<file path="config.mk">
export PLATFORM = sky130hd
export DESIGN_NAME = tt_um_dff_mem_burst_flat
export DESIGN_NICKNAME = d
export VERILOG_FILES = /design/src/rtl/tt_um_dff_mem_burst_if.sv /design/src/rtl/tt_um_dff_mem_burst.sv /design/src/flat_wrapper.sv
export SDC_FILE = /design/constraint.sdc
export NUM_CORES = 1
export LEC_CHECK = 0
export CORE_ASPECT_RATIO = 1.5
export CORE_MARGIN = 2
export CORE_UTILIZATION = 43
export CTS_CLUSTER_DIAMETER = 80
export DETAILED_ROUTE_END_ITERATION = 10
export GPL_ROUTABILITY_DRIVEN = 0
export PLACE_DENSITY_LB_ADDON = 0.05
export SETUP_SLACK_MARGIN = 0.02
export SLEW_MARGIN = 40
export SYNTH_ARGS = -nofsm -noshare
export SYNTH_HDL_FRONTEND = slang
export SYNTH_SLANG_ARGS = --single-unit
</file>
<file path="constraint.sdc">
create_clock -name clk -period 2.7 [get_ports clk]
set_input_delay 0.54 -clock clk [delete_from_list [all_inputs] [get_ports clk]]
set_output_delay 0.54 -clock clk [all_outputs]
set_load 0.005 [all_outputs]
</file>
<file path="src/rtl/tt_um_dff_mem_burst_if.sv">
// Byte-wide pin bundle for the flip-flop memory block: op/data inputs from the
// host side, read data and status back.
interface tt_um_dff_mem_burst_if;
    logic       ena;
    logic [7:0] ui_in;
    logic [7:0] uio_in;
    logic [7:0] uo_out;
    logic [7:0] uio_out;
    logic [7:0] uio_oe;

    modport master (
        output ena, ui_in, uio_in,
        input  uo_out, uio_out, uio_oe
    );

    modport slave (
        input  ena, ui_in, uio_in,
        output uo_out, uio_out, uio_oe
    );
endinterface

</file>
<file path="src/rtl/tt_um_dff_mem_burst.sv">
// Small flip-flop memory with address register, autoincrement and a CLEAR fill
// engine. Optional per-entry even parity is enabled with macro DFF_MEM_PARITY_EN.
module tt_um_dff_mem_burst #(
    parameter int ADDR_W = 4
) (
    input  logic                   clk,
    input  logic                   rst_n,
    tt_um_dff_mem_burst_if.slave   bus
);
    localparam int                DEPTH    = 1 << ADDR_W;
    localparam logic [ADDR_W-1:0] LAST_IDX = ADDR_W'(DEPTH - 1);

    localparam logic [2:0] OP_SET   = 3'b001;
    localparam logic [2:0] OP_WRITE = 3'b010;
    localparam logic [2:0] OP_READ  = 3'b011;
    localparam logic [2:0] OP_CLEAR = 3'b100;

    typedef enum logic {
        ST_IDLE = 1'b0,
        ST_FILL = 1'b1
    } state_t;

    state_t             r_state;
    state_t             w_state_next;

    logic [ADDR_W-1:0]  r_addr;
    logic [ADDR_W-1:0]  r_fill_idx;
    logic [7:0]         r_fill_val;
    logic [7:0]         r_uo;
    logic               r_rd_valid;
    logic               r_wrap;

    logic               w_busy;
    logic               w_accept;
    logic [2:0]         w_op;
    logic               w_autoinc;
    logic               w_do_set;
    logic               w_do_write;
    logic               w_do_read;
    logic               w_do_clear;
    logic               w_fill_step;
    logic               w_fill_last;
    logic               w_step_addr;

    logic               w_we;
    logic [ADDR_W-1:0]  w_waddr;
    logic [7:0]         w_wdata;
    logic [7:0]         w_mem [DEPTH];
    logic [7:0]         w_rdata;
    logic               w_parity_err;
    logic               w_unused_bits;

    // Ops are only decoded when selected and the fill engine is not running.
    assign w_busy      = (r_state == ST_FILL);
    assign w_accept    = bus.ena & ~w_busy;
    assign w_op        = bus.uio_in[2:0];
    assign w_autoinc   = bus.uio_in[3];
    assign w_do_set    = w_accept && (w_op == OP_SET);
    assign w_do_write  = w_accept && (w_op == OP_WRITE);
    assign w_do_read   = w_accept && (w_op == OP_READ);
    assign w_do_clear  = w_accept && (w_op == OP_CLEAR);
    assign w_fill_step = w_busy & bus.ena;
    assign w_fill_last = w_fill_step && (r_fill_idx == LAST_IDX);
    assign w_step_addr = (w_do_write || w_do_read) && w_autoinc;

    assign w_unused_bits = &{1'b0, bus.uio_in[7:4]};

    always_ff @(posedge clk or negedge rst_n) begin
        if (!rst_n) begin
            r_state <= ST_IDLE;
        end else begin
            r_state <= w_state_next;
        end
    end

    always_comb begin
        w_state_next = r_state;
        case (r_state)
            ST_IDLE: if (w_do_clear)  w_state_next = ST_FILL;
            ST_FILL: if (w_fill_last) w_state_next = ST_IDLE;
            default: w_state_next = ST_IDLE;
        endcase
    end

    // Single write port shared by the fill engine and host WRITE ops.
    always_comb begin
        w_we    = 1'b0;
        w_waddr = r_addr;
        w_wdata = bus.ui_in;
        if (w_fill_step) begin
            w_we    = 1'b1;
            w_waddr = r_fill_idx;
            w_wdata = r_fill_val;
        end else if (w_do_write) begin
            w_we    = 1'b1;
        end
    end

    generate
        for (genvar gi = 0; gi < DEPTH; gi++) begin : g_entry
            logic [7:0] r_data;

            always_ff @(posedge clk or negedge rst_n) begin
                if (!rst_n) begin
                    r_data <= 8'h00;
                end else if (w_we && (w_waddr == ADDR_W'(gi))) begin
                    r_data <= w_wdata;
                end
            end

            assign w_mem[gi] = r_data;
        end
    endgenerate

    assign w_rdata = w_mem[r_addr];

`ifdef DFF_MEM_PARITY_EN
    logic w_par [DEPTH];
    logic r_parity_err;

    generate
        for (genvar gi = 0; gi < DEPTH; gi++) begin : g_parity
            logic r_par;

            always_ff @(posedge clk or negedge rst_n) begin
                if (!rst_n) begin
                    r_par <= 1'b0;
                end else if (w_we && (w_waddr == ADDR_W'(gi))) begin
                    r_par <= ^w_wdata;
                end
            end

            assign w_par[gi] = r_par;
        end
    endgenerate

    // Stored bit makes data+parity even; any disagreement on READ is sticky.
    always_ff @(posedge clk or negedge rst_n) begin
        if (!rst_n) begin
            r_parity_err <= 1'b0;
        end else if (w_do_read && ((^w_rdata) != w_par[r_addr])) begin
            r_parity_err <= 1'b1;
        end
    end

    assign w_parity_err = r_parity_err;
`else
    assign w_parity_err = 1'b0;
`endif

    always_ff @(posedge clk or negedge rst_n) begin
        if (!rst_n) begin
            r_addr     <= '0;
            r_fill_idx <= '0;
            r_fill_val <= 8'h00;
            r_uo       <= 8'h00;
            r_rd_valid <= 1'b0;
            r_wrap     <= 1'b0;
        end else begin
            r_rd_valid <= w_do_read;

            if (w_do_read) begin
                r_uo <= w_rdata;
            end

            if (w_do_clear) begin
                r_fill_val <= bus.ui_in;
                r_fill_idx <= '0;
            end else if (w_fill_step) begin
                r_fill_idx <= r_fill_idx + 1'b1;
            end

            if (w_fill_last) begin
                r_addr <= '0;
            end else if (w_do_set) begin
                r_addr <= bus.ui_in[ADDR_W-1:0];
            end else if (w_step_addr) begin
                r_addr <= r_addr + 1'b1;
            end

            if (w_do_set) begin
                r_wrap <= 1'b0;
            end else if (w_step_addr && (r_addr == LAST_IDX)) begin
                r_wrap <= 1'b1;
            end
        end
    end

    assign bus.uo_out  = r_uo;
    assign bus.uio_out = {w_busy, r_rd_valid, r_wrap, w_parity_err, 4'b0000};
    assign bus.uio_oe  = 8'hF0;

endmodule

</file>
<file path="src/flat_wrapper.sv">
// flat-port wrapper written by rule: the top's interface ports become plain ports
module tt_um_dff_mem_burst_flat 
#(
    parameter int ADDR_W = 4
)
  (clk, rst_n, bus_ena, bus_ui_in, bus_uio_in, bus_uo_out, bus_uio_out, bus_uio_oe);
  tt_um_dff_mem_burst_if bus_i ();
  input  logic clk;
  input  logic rst_n;
  input wire logic [$bits(bus_i.ena)-1:0] bus_ena;
  input wire logic [$bits(bus_i.ui_in)-1:0] bus_ui_in;
  input wire logic [$bits(bus_i.uio_in)-1:0] bus_uio_in;
  output wire logic [$bits(bus_i.uo_out)-1:0] bus_uo_out;
  output wire logic [$bits(bus_i.uio_out)-1:0] bus_uio_out;
  output wire logic [$bits(bus_i.uio_oe)-1:0] bus_uio_oe;
  assign bus_i.ena = bus_ena;
  assign bus_i.ui_in = bus_ui_in;
  assign bus_i.uio_in = bus_uio_in;
  assign bus_uo_out = bus_i.uo_out;
  assign bus_uio_out = bus_i.uio_out;
  assign bus_uio_oe = bus_i.uio_oe;
  tt_um_dff_mem_burst #(.ADDR_W(ADDR_W)) u_core (.clk(clk), .rst_n(rst_n), .bus(bus_i));
endmodule
</file>
# After elaboration in Yosys (flattened, before gate mapping)
# Index checks and enable logic that the tools add are counted.
dict set report word_totals {
  in_bits 19
  regBits 155
}
dict set report op_classes {
  bitwise_logic 4
  n_eq_ne 21
  magnitude_cmp 1
  mux 17
  reduce_logical 28
  add_sub_neg 2
}
# op n
set ops {}
lappend ops {{== test 4 bit (second input constant)} 10}
lappend ops {{binary-select mux 8 bit (select 4 bit)} 1}
lappend ops {{2-to-1 mux 4 bit} 6}
lappend ops {{2-to-1 mux 8 bit} 3}
lappend ops {{logical AND 1 bit} 23}
lappend ops {{== test 4 x 3 -> 1 bit (second input constant)} 4}
lappend ops {{adder 4 x 1 -> 4 bit (second input constant)} 2}
lappend ops {{== test 4 x 2 -> 1 bit (second input constant)} 2}
lappend ops {{== test 3 x 2 -> 1 bit (second input constant)} 2}
lappend ops {{2-to-1 mux 1 bit} 6}
lappend ops {{greater-or-equal comparator 5 bit (second input constant)} 1}
lappend ops {{NOT 4 -> 5 bit} 1}
lappend ops {{== test 4 x 1 -> 1 bit (second input constant)} 1}
lappend ops {{logical NOT 4 bit} 1}
lappend ops {{nonzero test 2 bit} 2}
lappend ops {{== test 3 x 1 -> 1 bit (second input constant)} 1}
lappend ops {{== test 3 bit (second input constant)} 1}
lappend ops {{nonzero test 3 bit} 1}
lappend ops {{AND 1 bit} 2}
lappend ops {{case mux 1 bit (2 select lines)} 1}
lappend ops {{logical OR 1 bit} 1}
lappend ops {{NOT 1 bit} 1}

# Logic depth before layout (Yosys ltp)
# Gate-level depths: netlist (run 1).
dict set report logic_depth {
  ltp_word 8
  mapped_depth 7
  ltp_nobuf 5
}

# Worst setup path after synthesis (run 1)
# Ideal clock, no wire load.
dict set report synth_timing {
  kind {input port to flip-flop}
  from {input port bus_uio_in[1]}
  to {register u_core.g_entry[14].r_data[1]}
  stages 6
  n_path_buf 2
  slack_ps 627
  setup_time_ps 125
  arrival_ps 1949
  path_cell_list {buf_6 -> nor3b_2 -> o21ai_2 -> buf_8 -> nor3_4 -> mux2_2}
}
dict set report synth_between {
  elab_chain_len 5
}
# item line
set synth_rtl {}
lappend synth_rtl {{from (decl)} flat_wrapper.sv:12} ;# input wire logic [$bits(bus_i.uio_in)-1:0] bus_uio_in;
lappend synth_rtl {{== test 3 x 2 -> 1 bit} tt_um_dff_mem_burst.sv:59} ;# assign w_do_write = w_accept && (w_op == OP_WRITE);
lappend synth_rtl {{logical AND 1 bit} tt_um_dff_mem_burst.sv:59}
lappend synth_rtl {{2-to-1 mux 1 bit} tt_um_dff_mem_burst.sv:94} ;# end else if (w_do_write) begin
lappend synth_rtl {{2-to-1 mux 1 bit} tt_um_dff_mem_burst.sv:90} ;# if (w_fill_step) begin
lappend synth_rtl {{logical AND 1 bit} tt_um_dff_mem_burst.sv:106} ;# end else if (w_we && (w_waddr == ADDR_W'(gi))) begin
lappend synth_rtl {{to (signal assigned)} tt_um_dff_mem_burst.sv:107} ;# r_data <= w_wdata;
lappend synth_rtl {{to (decl)} tt_um_dff_mem_burst.sv:101} ;# logic [7:0] r_data;
# Every way passes these cells.
# A chain may end at the register's enable or synchronous reset.

# Worst setup path in the final report (run 1)
dict set report layout_timing {
  from {input port bus_ena}
  to {register u_core.g_entry[15].r_data[3]}
}
dict set report layout_between {
  elab_chain_len 5
  elab_cells_between_ends 9
}
# item line
set layout_rtl {}
lappend layout_rtl {{from (decl)} flat_wrapper.sv:10} ;# input wire logic [$bits(bus_i.ena)-1:0] bus_ena;
lappend layout_rtl {{AND 1 bit} tt_um_dff_mem_burst.sv:55} ;# assign w_accept = bus.ena & ~w_busy;
lappend layout_rtl {{logical AND 1 bit} tt_um_dff_mem_burst.sv:59}
lappend layout_rtl {{2-to-1 mux 1 bit} tt_um_dff_mem_burst.sv:94}
lappend layout_rtl {{2-to-1 mux 1 bit} tt_um_dff_mem_burst.sv:90}
lappend layout_rtl {{logical AND 1 bit} tt_um_dff_mem_burst.sv:106}
lappend layout_rtl {{to (signal assigned)} tt_um_dff_mem_burst.sv:107}
lappend layout_rtl {{to (decl)} tt_um_dff_mem_burst.sv:101}
# Several ways; a longest one is shown, not always the timed one.

==> results of run 1 <==
[area by class of cell]
cell class	count	area, um2	area share (%)
repair buffers	70	714	7.97
well taps	213	267	2.97
clock inverters	14	184	2.05
clock buffers	18	439	4.90
multi-input cells	323	3460	38.6
inverters	5	18.8	0.209
flip-flops and latches	155	3880	43.3
[cell families after synthesis]
group,Yosys count,synth area share (%)
DFF,155,51.2
other,2,0.0991
and+or+nand+nor,80,7.36
buffers and inverters,49,3.88
AOI/OAI and AO/OA,31,3.07
xor gates and xnor gates,2,0.231
muxes,195,33.9
adders and majority gates,2,0.330
[synthesized netlist by cell type (2+ instances only)]
master / instances / area [um2]
buf_6: 3 / 33.8
buf_2: 7 / 35.0
mux2i_1: 16 / 160
ha_1: 2 / 25.0
conb_1: 2 / 7.51
clkbuf_1: 5 / 18.8
nand3_1: 4 / 20.0
buf_4: 18 / 135
xor2_1: 2 / 17.5
mux2_4: 2 / 30.0
buf_1: 10 / 37.5
a211oi_1: 3 / 22.5
and4b_1: 3 / 30.0
o21ai_0: 10 / 50.1
inv_1: 2 / 7.51
nand4_1: 2 / 12.5
o22ai_1: 2 / 12.5
inv_2: 3 / 11.3
a21oi_1: 3 / 15.0
nor2_1: 7 / 26.3
mux2_2: 143 / 1610
a31oi_2: 5 / 62.6
a32oi_1: 2 / 17.5
mux4_2: 34 / 766
and2_1: 2 / 12.5
dfrtp_1: 155 / 3880
nand2_1: 39 / 146
a21oi_2: 2 / 17.5
nor3_4: 14 / 228
and4_1: 2 / 17.5
[worst min path at each step]
stage	start	to	slack, ns	depth (start not counted)
6_report	rst_n	u_core.r_fill_val[3]	0.02	1
4_1_cts	rst_n	u_core.r_fill_val[3]	0.03	1
2_1_floorplan	rst_n	u_core.bus.uo_out[0]	0.24	0
3_3_place_gp	u_core.bus.uo_out[4]	u_core.bus.uo_out[4]	0.47	2
5_1_grt	rst_n	u_core.r_fill_val[3]	0.03	1
3_5_place_dp	u_core.bus.uo_out[3]	u_core.bus.uo_out[3]	0.47	2
[routing by layer]
metal,track usage (%),routed length (um)
met4,6.20,326
met3,4.22,490
met2,34.8,9420
met5,0,0
met1,25.2,7390
[power by group]
group,switching (mW),total (mW),leakage (nW),internal [mW]
clock,1.02,2.52,0.298,1.50
combinational,1.45,3.23,1.76,1.78
sequential,0.559,3.78,2.04,3.23
total,3.02,9.53,4.10,6.50
[stage by stage]
step,hold WS [ns],setup WS (ns),utilization (%),total power [mW],instance area [um2]
floorplan,0.244,0.627,-,6.03,7620
global placement,0.470,0.0266,48.0,6.97,8340
CTS,0.0306,0.416,51.6,9.65,8960
finish,0.0221,0.444,51.6,9.53,8960
detailed placement,0.473,0.00340,48.0,7.09,8340
global route,0.0316,0.342,51.6,10.1,8960
[registers in the layout, summed over array words and instances (netlist names)]
name	count
u_core.bus.uo_out	8
u_core.g_entry.r_data	128
u_core.r_addr	4
u_core.r_fill_idx	4
u_core.r_fill_val	8
u_core.r_rd_valid	1
u_core.r_state	1
u_core.r_wrap	1
[worst max-delay path: stages]
cell and delay (ns):
clkdlybuf4s50_1 0.54, nand2_1 0.22, a31oi_2 0.52, or3_1 0.24, buf_4 0.16, mux2_2 0.33
==> flow_summary.yaml, run 1 <==
status:
  status: "finished clean"
pwr:
  power_density_nw_per_um2: 1060
  peakVddDrop_mv: 0.492
  p_leak_nw: 4.10
floorplanning:
  dieHeight_um: 167
  start_util_pct: 43.7
  rows: 59
  die_w_um: 112
  fp.coreArea_um2: 17300
  dieArea_um2: 18700
  ios: 43
timing:
  finalSetupTns_ns: 0
  fin_crit_sh_pct: 83.6
  worstMarginPinSlew_ns: 0.725
  fmax_ghz: 0.443
  fin_crit_ns: 2.26
  slew_headroom_pct: 51.6
  finClkSkew_ns: 0.0115
  finalHoldViolCount: 0
  rsz0062_at_grt: "false"
  setup-violations-final: 0
  drv_slew: 0
run:
  cap_viol_max_count: 0
clocking:
  cts.clk_slew.worst_paths_ns: 0.06
  cts_resized: 0
  clk_path_buf_depth: 2
  post_cts_buffers: 0
  cts_sinks: 155
  cts-root-buf: "clkbuf_16"
  cts_hold_buf: 0
  cts_tree: "built"
  numCtsBuffers: 17
  insertion_delay_ns: 0.43
  cts_htree_levels: 4
worst_setup_path:
  cp-start-kind: "input port"
  critPathKind: "input port to flop"
  r2r-start: "u_core.r_addr[1]"
  worstPathMaxFanout: 6
  critical_path_required_ns: 3.01
  rr_endpoint: "u_core.g_entry[13].r_data[3]"
  cp.arrival_ns: 2.56
  endpoint: "u_core.g_entry[15].r_data[3]"
  ff2ff_path_depth: 5
  critPathLaunch: "bus_ena"
  end_kind: "flop"
  r2r_slack_ns: 0.47
global_route:
  grt_pass1_wl_um: 28100
  grt_usage_pct: 20.1
  grt_overflow_total: 0
  grt_pass1_vias: 4781
  grt_max_degree: 65
  antenna_found_initial: 0
synthesis:
  synth_warnings: 0
  synth_cell_type_count: 42
  ys_ff_latch: 155
  syn_avg_cell_area_um2: 14.7
  synth_edf_count: 0
  syn_inst: 516
  synthArstFlopShare_pct: 100
  synthFlopType: "dfrtp_1"
  synth_area_um2: 7580
  ys_seq_area_share_pct: 51.2
routing:
  first_iter_violations: 219
  wl_per_cell_um: 22.1
  drt_wl_total_um: 17600
  dr.pass1.iters: 4
  final_antenna_net_count: 0
  vias: 4406
  viasPerCell: 5.52
  drc: 0
finish:
  antennaDiodeCount: 0
  final_cell_count_no_fill: 798
  layout_common_cells: "dfrtp_1 (154), mux2_2 (143), nand2_1 (39)"
  drive_above_1_share_pct: 48.7
  fillCellCount: 1476
  nNetsFinal: 593
  final_common_cell: "dfrtp_1"
  area_growth_pct: 18.2
place:
  numPortBuffers: 25
  dp_cells: 766
  dpl.hpwl_um: 12200
hold_path:
  hold_class: "input port to async pin"
(Power assumes the default switching activity.)
==> run 2: changes to the inputs <==
clock period = 2 ns   (was 2.7 ns; I/O delays follow)
==> run 2 against run 1 <==
Cell count rose by 4.6%. Power rose by 41%. First-iteration DRC count up 14%. Critical endpoint is now u_core.bus.uo_out[6].
==> flow_summary.yaml, run 2 (synthesis gave the netlist of run 1 again) <==
status:
  status: "finished clean"
worst_setup_path:
  path_common_cell: "mux4_2"
  ff2ff_path_depth: 4
  critPathKind: "flop to flop"
  r2r-start: "u_core.r_addr[1]"
  r2r_slack_ns: 0.07
  worstPathMaxFanout: 5
  cp.arrival_ns: 2.24
  critPathLaunch: "u_core.r_addr[1]"
  cp-start-kind: "flop"
  crit_path_max_incr_delay_ns: 0.52
  endpoint: "u_core.bus.uo_out[6]"
  critical_path.slowest_cell: "mux4_2"
  rr_endpoint: "u_core.bus.uo_out[6]"
  critical_path_required_ns: 2.30
  end_kind: "flop"
  worstPathCellList: "buf_4 > mux4_2 > mux4_2 > mux2_2"
place:
  numPortBuffers: 25
  dpl.hpwl_um: 13100
  pre_cts_ws_ns: -0.442
floorplanning:
  die_w_um: 112
  fp.coreArea_um2: 17300
  dieHeight_um: 167
  ios: 43
  dieArea_um2: 18700
  rows: 59
  start_util_pct: 43.7
pwr:
  peakVddDrop_mv: 0.916
  clockPowerShare_pct: 24.3
  p_sw_share_pct: 31.0
  comb_power_share_pct: 37.9
  power.net_switching_mw: 4.17
  power_density_nw_per_um2: 1420
  p_leak_nw: 4.37
  p_seq_share_pct: 37.8
  power.internal_mw: 9.28
run:
  cap_viol_max_count: 0
finish:
  top_register: "u_core.g_entry.r_data"
  antennaDiodeCount: 0
  layout_common_cells: "dfrtp_1 (152), mux2_2 (139), buf_4 (60)"
  largest_register_ffs: 128
  nNetsFinal: 632
  final_common_cell: "dfrtp_1"
  drive_above_1_share_pct: 52.7
  area_growth_pct: 24.6
global_route:
  grt_pass1_wl_um: 29900
  grt_max_degree: 71
  grt_pass1_vias: 5120
  grt_usage_pct: 21.2
  grt_overflow_total: 0
  antenna_found_initial: 0
timing:
  rsz0062_at_grt: "true"
  drv_slew: 0
  worst_slack_ns: 0.0666
  worstMarginPinSlew_ns: 0.528
  fin_crit_sh_pct: 96.7
  fin_crit_ns: 1.93
  slew_headroom_pct: 64.8
  finalHoldViolCount: 0
  fmax_ghz: 0.517
  finClkSkew_ns: 0.0140
  setup-violations-final: 0
  holdWs_ns: 0.426
hold_path:
  hold_class: "input port to async pin"
routing:
  dr.pass1.iters: 4
  viasPerCell: 5.52
  first_iter_violations: 249
  vias: 4609
  wl_per_cell_um: 21.9
  drc: 0
  final_antenna_net_count: 0
  drt_wl_total_um: 18300
clocking:
  cts.clk_slew.worst_paths_ns: 0.06
  insertion_delay_ns: 0.42
  cts_sinks: 155
  numCtsBuffers: 17
  cts_htree_levels: 4
  clk_path_buf_depth: 2
  cts-root-buf: "clkbuf_16"
  cts_tree: "built"
==> run 2: cell count changes in the layout (fill, tap and decap cells not counted), moves of 3 or more <==
cell	delta
a31oi_2	-3
a31oi_4	+3
buf_12	+8
buf_4	+25
buf_6	+5
inv_6	-3
mux2_2	-4
mux2_4	+4
==> run 2: worst max-delay path, delay by kind of cell, from the launching register on <==
family	cells	cell delay (ns)
buffers and inverters	1	0.17
DFF	1	0.38
muxes	3	1.26
==> run 2: how the worst min path moves through the flow <==
stage	slack [ns]	end	startpoint
global placement	0.31	u_core.r_fill_idx[0]	rst_n
CTS	0.42	u_core.r_fill_idx[1]	rst_n
floorplan	0.10	u_core.bus.uo_out[0]	rst_n
finish	0.43	u_core.r_fill_idx[1]	rst_n
detailed placement	0.30	u_core.r_fill_idx[1]	rst_n
global route	0.44	u_core.r_fill_idx[1]	rst_n
==> run 2: final cells by class <==
| type | count | area (um2) |
|---|---|---|
| Inverter | 5 | 18.8 |
| Sequential cell | 155 | 3880 |
| Tap cell | 213 | 267 |
| Fill cell | 1488 | 7910 |
| Multi-Input combinational cell | 323 | 3540 |
| Timing Repair Buffer | 109 | 1130 |
| Clock buffer | 20 | 457 |
| Clock inverter | 10 | 143 |
==> run 2: repair_timing <==
action                     4_1_cts  5_1_grt
setup endpoints to repair       55      113
hold buffers                     1        0
hold endpoints to repair        26        0
cloned                           0        0
pin swaps                        3        1
resized for setup               10       16
buffers inserted                 2        0
==> run 2: per-stage QoR <==
stage	setup TNS [ns]	total power, mW	cell area, um2	util (%)	cells
finish	0	13.4	9440	54.4	835
global route	-0.000265	14.3	9440	54.4	835
CTS	0	13.5	9380	54.1	835
detailed placement	-50.71	10.1	8710	50.2	802
global placement	-48.63	9.93	8710	50.2	802
floorplan	0	8.14	7620	-	527
==> run 2: power groups by stage <==
stage / clock (mW) / sequential, mW / combinational, mW
global route: 3.50 / 5.25 / 5.53
global placement: 0 / 5.06 / 4.87
finish: 3.27 / 5.09 / 5.09
detailed placement: 0 / 5.12 / 4.97
CTS: 3.37 / 5.08 / 5.09
floorplan: 0 / 4.84 / 3.30
==> run 2: layer usage <==
metal | track usage (%) | wire, um
met4 | 7.95 | 506
met5 | 0 | 0
met2 | 37.0 | 9680
met3 | 3.68 | 608
met1 | 26.1 | 7500
==> run 3: changes to the inputs <==
CELL_PAD_IN_SITES_DETAIL_PLACEMENT = 1   (was default)
CELL_PAD_IN_SITES_GLOBAL_PLACEMENT = 1   (was default)
==> run 3 against run 2 <==
Largest power group is now combinational logic. Sequential cell count is the same. Clock power grew 6%. Routed wire length rose by 7.6%. Critical path depth stayed put. The run now ends with negative setup slack left. Die area unchanged. Highest routed layer unchanged. Clock skew fell by 0.0035 ns. Sequential power barely moved. Cell area increased by 0.52%. Hold slack improved by 0.061 ns.
==> flow_summary.yaml, run 3 (synthesis gave the netlist of run 1 again) <==
status:
  status: "finished, violations left"
  failed_checks: "negative setup slack"
worst_setup_path:
  path_common_cell: "mux4_2"
  critical_path.slowest_cell: "mux4_2"
  critPathTopFamily: "multiplexers"
  crit_path_max_incr_delay_ns: 0.51
  worstPathBufferInverterCount: 1
  critical_path_required_ns: 2.32
  worstPathCellList: "buf_12 > mux4_2 > mux4_2 > mux2_2"
  critPathKind: "flop to flop"
  worstPathMaxFanout: 9
  end_kind: "flop"
  cp.arrival_ns: 2.35
  cp-start-kind: "flop"
timing:
  slew_headroom_pct: 54.8
  drv_slew: 0
  fin_crit_ns: 2.04
  finClkSkew_ns: 0.0105
  finalSetupTns_ns: -0.0734
  rsz0062_at_grt: "true"
  finalHoldViolCount: 0
  worst_slack_ns: -0.0397
  fin_crit_sh_pct: 102
  fmax_ghz: 0.490
  worstMarginPinSlew_ns: 0.678
  setup-violations-final: 2
routing:
  final_antenna_net_count: 0
  viasPerCell: 5.56
  drc: 0
  dr.pass1.iters: 4
  drt_wl_total_um: 19700
  vias: 4622
  wl_per_cell_um: 23.7
  first_iter_violations: 182
clocking:
  cts_sinks: 155
  cts-root-buf: "clkbuf_16"
  cts_htree_levels: 4
  cts.clk_slew.worst_paths_ns: 0.07
  numCtsBuffers: 17
  cts_tree: "built"
  insertion_delay_ns: 0.43
  clk_path_buf_depth: 2
finish:
  final_cell_count_no_fill: 831
  drive_above_1_share_pct: 52.1
  top_register: "u_core.g_entry.r_data"
  area_growth_pct: 25.2
  fin_area_um2: 9490
  antennaDiodeCount: 0
  layout_common_cells: "dfrtp_1 (154), mux2_2 (143), buf_4 (49)"
  final_common_cell: "dfrtp_1"
  largest_register_ffs: 128
  nNetsFinal: 627
global_route:
  grt_overflow_total: 0
  grt_pass1_vias: 5353
  antenna_found_initial: 0
  grt_usage_pct: 22.7
  grt_max_degree: 59
  grt_pass1_wl_um: 32100
hold_path:
  hold_class: "flop to flop"
floorplanning:
  dieHeight_um: 167
  dieArea_um2: 18700
  fp.coreArea_um2: 17300
  start_util_pct: 43.7
  ios: 43
  rows: 59
  die_w_um: 112
pwr:
  p_sw_share_pct: 31.7
  power.internal_mw: 9.39
  power.net_switching_mw: 4.35
  power_density_nw_per_um2: 1450
  clockPowerShare_pct: 25.2
  p_seq_share_pct: 37.2
  comb_power_share_pct: 37.6
  p_leak_nw: 4.34
  peakVddDrop_mv: 0.661
place:
  dp_cells: 796
  dpl.hpwl_um: 14200
  placed_area_um2: 8740
  numPortBuffers: 25
run:
  cap_viol_max_count: 0
-- run 3: layout make-up --
class,count,area (um2)
sequential,155,3880
clock buffer,18,439
tap,213,267
fill,1683,7860
inverter,5,18.8
clock inverter,13,190
timing repair buffer,104,1170
multi-input combinational,323,3520
-- run 3: worst reg2reg max path, delay by kind of cell (launching register included) --
kind                   cells  cell delay [ns]
DFF                        1             0.47
muxes                      3             1.29
buffers and inverters      1             0.16
-- run 3: final timing paths --
check	depth (start not counted)	end	slack (ns)	from
worst max register to register	4	u_core.bus.uo_out[6]	-0.04	u_core.r_addr[1]
worst min-delay path	2	u_core.bus.uo_out[0]	0.49	u_core.bus.uo_out[0]
worst max-delay path	4	u_core.bus.uo_out[6]	-0.04	u_core.r_addr[1]
max in group asynchronous	3	u_core.g_entry[15].r_data[4]	0.82	rst_n
min in group asynchronous	2	u_core.r_fill_val[6]	0.52	rst_n
worst min register to register	2	u_core.bus.uo_out[0]	0.49	u_core.bus.uo_out[0]
-- run 3: power groups by stage --
stage	logic, mW	clock network (mW)	registers [mW]
floorplan	3.30	0	4.84
global placement	4.83	0	5.10
detailed placement	4.96	0	5.19
CTS	5.20	3.55	5.11
global route	5.58	3.67	5.28
finish	5.16	3.46	5.12
-- run 3: metrics by stage --
stage	worst slack [ns]	util, %	hold slack, ns	total power, mW
after global routing	-0.0926	54.7	0.523	14.5
final	-0.0397	54.7	0.487	13.7
after detailed placement	-0.524	50.4	0.446	10.1
after floorplan	0.0668	-	0.104	8.14
after global placement	-0.490	50.4	0.439	9.93
after CTS	-0.0289	54.5	0.494	13.9
-- run 3: timing repair --
action | in CTS | in global routing
hold buffers | 1 | 0
buffers inserted | 1 | 2
endpoints found under the hold margin | 22 | 0
pin swaps | 1 | 2
endpoints found under the setup margin | 136 | 52
gates resized for setup | 13 | 4
-- run 3: metal layers --
layer  vias up  GRT usage [%]  part of all wire (%)
met4         0           8.59                   2.5
met1      2464           28.5                    42
met3        25           3.49                   2.0
li1       2062              -                     -
met2        71           39.6                    54
met5         -              0                     0
